`src/rtl/uart_pkg.sv`:
```
// Shared UART definitions: receiver FSM states, clock divider width and default frame size.
package uart_pkg;

    localparam int unsigned DIV_W     = 15;
    localparam int unsigned DATA_BITS = 8;

    typedef enum logic [2:0] {
        IDLE,
        START,
        DATA,
        STOP,
        WAIT_IDLE
    } uart_state_e;

endpackage

```
`src/rtl/uart_sync.sv`:
```
// Multi-stage flop synchronizer for asynchronous single-bit inputs; resets to 1 (idle-high).
module uart_sync #(
    parameter int unsigned SYNC_STAGES = 2
) (
    input  logic clock,
    input  logic reset,
    input  logic d,
    output logic q
);

    logic [SYNC_STAGES-1:0] sync_q;

    always_ff @(posedge clock) begin
        if (reset) begin
            sync_q <= '1;
        end else begin
            sync_q <= {sync_q[SYNC_STAGES-2:0], d};
        end
    end

    assign q = sync_q[SYNC_STAGES-1];

endmodule

```
`src/rtl/uart_rx.sv`:
```
// 8N1 LSB-first UART receiver with ready/framing-error strobes.
// Define UART_RX_MAJORITY_EN for 2-of-3 majority sampling around each sample point.
module uart_rx
    import uart_pkg::*;
#(
    parameter int unsigned DATA_BITS   = uart_pkg::DATA_BITS,
    parameter int unsigned SYNC_STAGES = 2
) (
    input  logic                 clock,
    input  logic                 reset,
    input  logic [DIV_W-1:0]     clock_div,
    input  logic                 rx,
    output logic [DATA_BITS-1:0] rx_data,
    output logic                 rx_ready,
    output logic                 frame_error,
    output logic                 rx_busy
);

    localparam int unsigned IDX_W = $clog2(DATA_BITS + 1);
    localparam logic [DIV_W-1:0] ONE = DIV_W'(1);

    logic rxs;

    uart_sync #(
        .SYNC_STAGES(SYNC_STAGES)
    ) u_sync (
        .clock(clock),
        .reset(reset),
        .d    (rx),
        .q    (rxs)
    );

    uart_state_e          state_q, state_d;
    logic [DIV_W-1:0]     div_q, div_d;
    logic [DIV_W-1:0]     cnt_q, cnt_d;
    logic [IDX_W-1:0]     idx_q, idx_d;
    logic [DATA_BITS-1:0] shift_q, shift_d;
    logic [DATA_BITS-1:0] data_q, data_d;
    logic                 ready_q, ready_d;
    logic                 ferr_q, ferr_d;
    logic                 tick;
    logic                 bit_val;

    assign tick = (cnt_q == '0);

`ifdef UART_RX_MAJORITY_EN
    // hist_q[0] holds rxs from counter==1, hist_q[1] from the cycle before that.
    logic [1:0] hist_q;

    always_ff @(posedge clock) begin
        if (reset) begin
            hist_q <= 2'b11;
        end else begin
            hist_q <= {hist_q[0], rxs};
        end
    end

    assign bit_val = (hist_q[1] & hist_q[0]) | (hist_q[1] & rxs) | (hist_q[0] & rxs);
`else
    assign bit_val = rxs;
`endif

    always_comb begin
        state_d = state_q;
        div_d   = div_q;
        cnt_d   = tick ? cnt_q : cnt_q - ONE;
        idx_d   = idx_q;
        shift_d = shift_q;
        data_d  = data_q;
        ready_d = 1'b0;
        ferr_d  = 1'b0;

        unique case (state_q)
            IDLE: begin
                if (!rxs) begin
                    div_d   = clock_div;
                    cnt_d   = (clock_div >> 1) - ONE;
                    state_d = START;
                end
            end
            START: begin
                if (tick) begin
                    if (bit_val) begin
                        state_d = IDLE;
                    end else begin
                        cnt_d   = div_q - ONE;
                        idx_d   = '0;
                        state_d = DATA;
                    end
                end
            end
            DATA: begin
                if (tick) begin
                    shift_d = {bit_val, shift_q[DATA_BITS-1:1]};
                    cnt_d   = div_q - ONE;
                    if (idx_q == IDX_W'(DATA_BITS - 1)) begin
                        state_d = STOP;
                    end else begin
                        idx_d = idx_q + 1'b1;
                    end
                end
            end
            STOP: begin
                if (tick) begin
                    if (bit_val) begin
                        data_d  = shift_q;
                        ready_d = 1'b1;
                        state_d = IDLE;
                    end else begin
                        ferr_d  = 1'b1;
                        state_d = WAIT_IDLE;
                    end
                end
            end
            WAIT_IDLE: begin
                // Held-low (break) line must return high before another start is accepted.
                if (rxs) begin
                    state_d = IDLE;
                end
            end
            default: state_d = IDLE;
        endcase
    end

    always_ff @(posedge clock) begin
        if (reset) begin
            state_q <= IDLE;
            div_q   <= '0;
            cnt_q   <= '0;
            idx_q   <= '0;
            shift_q <= '0;
            data_q  <= '0;
            ready_q <= 1'b0;
            ferr_q  <= 1'b0;
        end else begin
            state_q <= state_d;
            div_q   <= div_d;
            cnt_q   <= cnt_d;
            idx_q   <= idx_d;
            shift_q <= shift_d;
            data_q  <= data_d;
            ready_q <= ready_d;
            ferr_q  <= ferr_d;
        end
    end

    assign rx_data     = data_q;
    assign rx_ready    = ready_q;
    assign frame_error = ferr_q;
    assign rx_busy     = (state_q != IDLE);

endmodule

```
`config.mk`:
```
export PLATFORM = sky130hd
export DESIGN_NAME = uart_rx
export DESIGN_NICKNAME = d
export VERILOG_FILES = /design/src/rtl/uart_pkg.sv /design/src/rtl/uart_sync.sv /design/src/rtl/uart_rx.sv
export SDC_FILE = /design/constraint.sdc
export NUM_CORES = 1
export LEC_CHECK = 0
export BUFFER_PORTS_ARGS = -buffer_cell sky130_fd_sc_hd__buf_2
export CAP_MARGIN = 20
export CORE_UTILIZATION = 45
export CTS_BUF_LIST = sky130_fd_sc_hd__clkbuf_16
export CTS_CLUSTER_DIAMETER = 40
export DETAILED_ROUTE_END_ITERATION = 7
export PLACE_DENSITY = 0.74
export RECOVER_POWER = 50
export REMOVE_ABC_BUFFERS = 1
export SLEW_MARGIN = 40
export SYNTH_ARGS = -nofsm -noshare
export SYNTH_HDL_FRONTEND = slang
export SYNTH_SLANG_ARGS = --single-unit
```
`constraint.sdc`:
```
create_clock -name clock -period 2.2 [get_ports clock]
set_clock_uncertainty 0.05 [all_clocks]
set_input_delay 0.44 -clock clock [delete_from_list [all_inputs] [get_ports clock]]
set_output_delay 0.44 -clock clock [all_outputs]
set_load 0.01 [all_outputs]
```
==> flow_summary.toml <==
[synth]
yosysSeqAreaShare_pct = 35.7
avgSynthCellArea_um2 = 7.99
synth_seq_cells = 57
synthAdderAreaFrac_pct = 1.96
synth.distinct_cells = 56
ys.flop_type = "dfxtp_1"
yosysWarnings = 0
syn-instance-count = 400
syn_area_um2 = 3200
synth_top_family_by_area = "simple AND/OR/NAND/NOR gates"
synthXorXnorAreaFrac_pct = 7.40
synth_compound_area_share_pct = 17.0
synthMuxAreaShare_pct = 3.80
synth_async_sr_flop_share_pct = 0
yosys.area_share.simple_pct = 29.5
synth-edff-count = 0

[status]
status = "completed"

[clocking]
clockBufferDepth = 2
root_buffer = "clkbuf_16"
path_clk_slew_ns = 0.06
cts_tree = "built"
cts_buffers = 9
hold_buffers = 0
clk_latency_ns = 0.34
h-tree-depth = 3
cts_sinks = 57

[sta]
tns_ns = 0
setup_viol = 0
slew_viol_final = 0
max_freq_ghz = 0.462
tightest_slew_ns = 0.524
finalHoldViolCount = 0
maxSlewHeadroom_pct = 64.7
fin_crit_ns = 2.16
rsz0062_at_grt = "true"
finalCritPeriodShare_pct = 98.3

[drt]
dr.pass1.iters = 5
vias = 3186
ant_nets = 0
routedWlPerCell_um = 15.3
drt_drc_violations_left = 0
viasPerCell = 5.60
initialDrtViolationCount = 192
routed_wirelength_um = 8710

[pwr]
p_int_w = 0.00302
p_sw_share_pct = 35.0
power_density_nw_per_um2 = 1120
seq_power_share_pct = 29.3
pwr-share-clk_pct = 30.4
ir_worst_vdd_mv = 0.530
power_switching_w = 0.00163
leakage_nw = 1.70
pwr-share-comb_pct = 40.3

[die]
fp.dieW_um = 86.3
core_area_um2 = 6830
pin_count = 29
die_h_um = 86.3
die-area_um2 = 7440
floorplan.rows = 30
initial_core_util_pct = 46.8

[finish]
fill_cells = 600
layout-drive-gt1-share_pct = 29.0
diodes = 0
syn_to_final_growth_pct = 29.6
nNetsFinal = 491
stdcell_count = 569

[setup_path]
crit_type = "reg -> reg"
cp_max_fo = 7
cp.arrival_ns = 2.39
cp.required_ns = 2.43
end_kind = "flip-flop"
start_kind = "flip-flop"

[global_route]
grt_pass1_vias = 2980
grt_max_degree = 26
grt_pass1_wl_um = 14100
track_usage_pct = 24.1
grt_overflow = 0
grt_antenna_before_repair = 0

[flow_run]
drv_cap = 0

[placement]
dp_hpwl_um = 6110
dp.cells = 550
portBuffers = 28
gp_congestion = 0.900

[min_path]
hp-class = "in -> reg"
-- kinds of logic (layout without fill, tap and decap cells) --
logic type,Yosys count,after routing
flops,57,57
simple gates,177,177
xor+xnor,27,27
fa+ha+maj,5,5
compound gates,88,88
buf+inv,34,107
mux,12,12
-- worst paths after layout --
kind	from	to	slack [ns]	cells past startpoint
worst max-delay path	cnt_q[0]$_SDFF_PP0_	cnt_q[13]$_SDFF_PP0_	0.04	6
worst min-delay path	rx	u_sync.sync_q[0]$_SDFF_PP1_	0.23	2
worst max register to register	cnt_q[0]$_SDFF_PP0_	cnt_q[13]$_SDFF_PP0_	0.04	6
worst min register to register	u_sync.sync_q[0]$_SDFF_PP1_	u_sync.sync_q[1]$_SDFF_PP1_	0.36	1
-- per-stage QoR --
stage	hold WS (ns)	util (%)	power [W]	worst slack, ns	instance area [µm²]
after floorplan	0.339	-	0.00240	-0.00909	3090
after global placement	0.343	54.4	0.00303	-0.103	3720
after detailed placement	0.348	54.4	0.00307	-0.184	3720
after CTS	0.232	59.2	0.00453	-0.00785	4050
after global routing	0.230	60.6	0.00491	-0.0221	4140
final	0.234	60.6	0.00466	0.0368	4140
-- area by class of cell --
| cell class | count | area, µm² | share of cell area, % |
|---|---|---|---|
| Clock inverter | 7 | 76.3 | 1.84 |
| Sequential cell | 57 | 1150 | 27.7 |
| Multi-Input combinational cell | 309 | 2000 | 48.3 |
| Timing Repair Buffer | 80 | 531 | 12.8 |
| Inverter | 11 | 43.8 | 1.06 |
| Clock buffer | 9 | 225 | 5.44 |
| Tap cell | 96 | 120 | 2.90 |
-- flip-flops by register name (all words and copies together) (netlist names) --
signal and count:
cnt_q 15, div_q 15, rx_data 8, shift_q 8, idx_q 4, state_q 3
u_sync.sync_q 2, frame_error 1, rx_ready 1
-- worst max-delay path, cell delays in order, from the launching register on --
cell     delay [ns]
dfxtp_2        0.33
buf_4          0.12
or4_4          0.53
or3_4          0.35
or4_1          0.43
a21oi_2        0.17
a221o_1        0.12
-- layout by cell type, fill, tap and decap left out, types with 3 or more instances in the layout --
cell type	instances
a21oi_1	37
a21oi_2	4
a22oi_1	7
buf_2	28
buf_4	52
clkbuf_16	9
dfxtp_1	55
ha_1	4
inv_1	9
inv_6	3
mux2i_1	11
nand2_1	66
nand3_1	7
nand4_1	3
nor2_1	30
nor3_1	14
nor3b_1	3
nor4_1	6
o21ai_0	13
o31ai_1	4
or2_2	6
or3_2	3
or3_4	3
or4_1	10
or4_4	4
xnor2_1	14
xor2_1	13
-- synthesized netlist by cell type, types with 11 or more instances --
library cell  instances  area, µm²
mux2i_1              11        110
a21oi_1              41        205
dfxtp_1              57       1140
nand2_1              66        248
clkbuf_1             18       67.6
inv_1                11       41.3
xor2_1               13        114
or4_1                14        105
nor3_1               15       75.1
o21ai_0              13       65.1
nor2_1               32        120
xnor2_1              14        123
-- repair_timing --
action	4_1_cts	5_1_grt
buffers inserted	0	3
gates resized for setup	6	22
pin swaps	3	7
setup endpoints to repair	8	37
-- power by group through the flow --
stage / combinational, W / sequential [W] / clock [W]
after CTS: 0.00176 / 0.00134 / 0.00143
after detailed placement: 0.00171 / 0.00136 / 0
after floorplan: 0.00106 / 0.00135 / 0
after global routing: 0.00205 / 0.00139 / 0.00147
after global placement: 0.00167 / 0.00136 / 0
final: 0.00188 / 0.00136 / 0.00142
-- layer usage --
layer / up-vias / track usage (%) / part of all wire [%]
li1: 1570 / - / -
met1: 1507 / 29.5 / 44
met2: 90 / 41.1 / 49
met3: 19 / 6.48 / 4.9
met4: 0 / 7.58 / 1.8
met5: - / 0 / 0
Note: power is estimated with default switching activity, not from simulation.
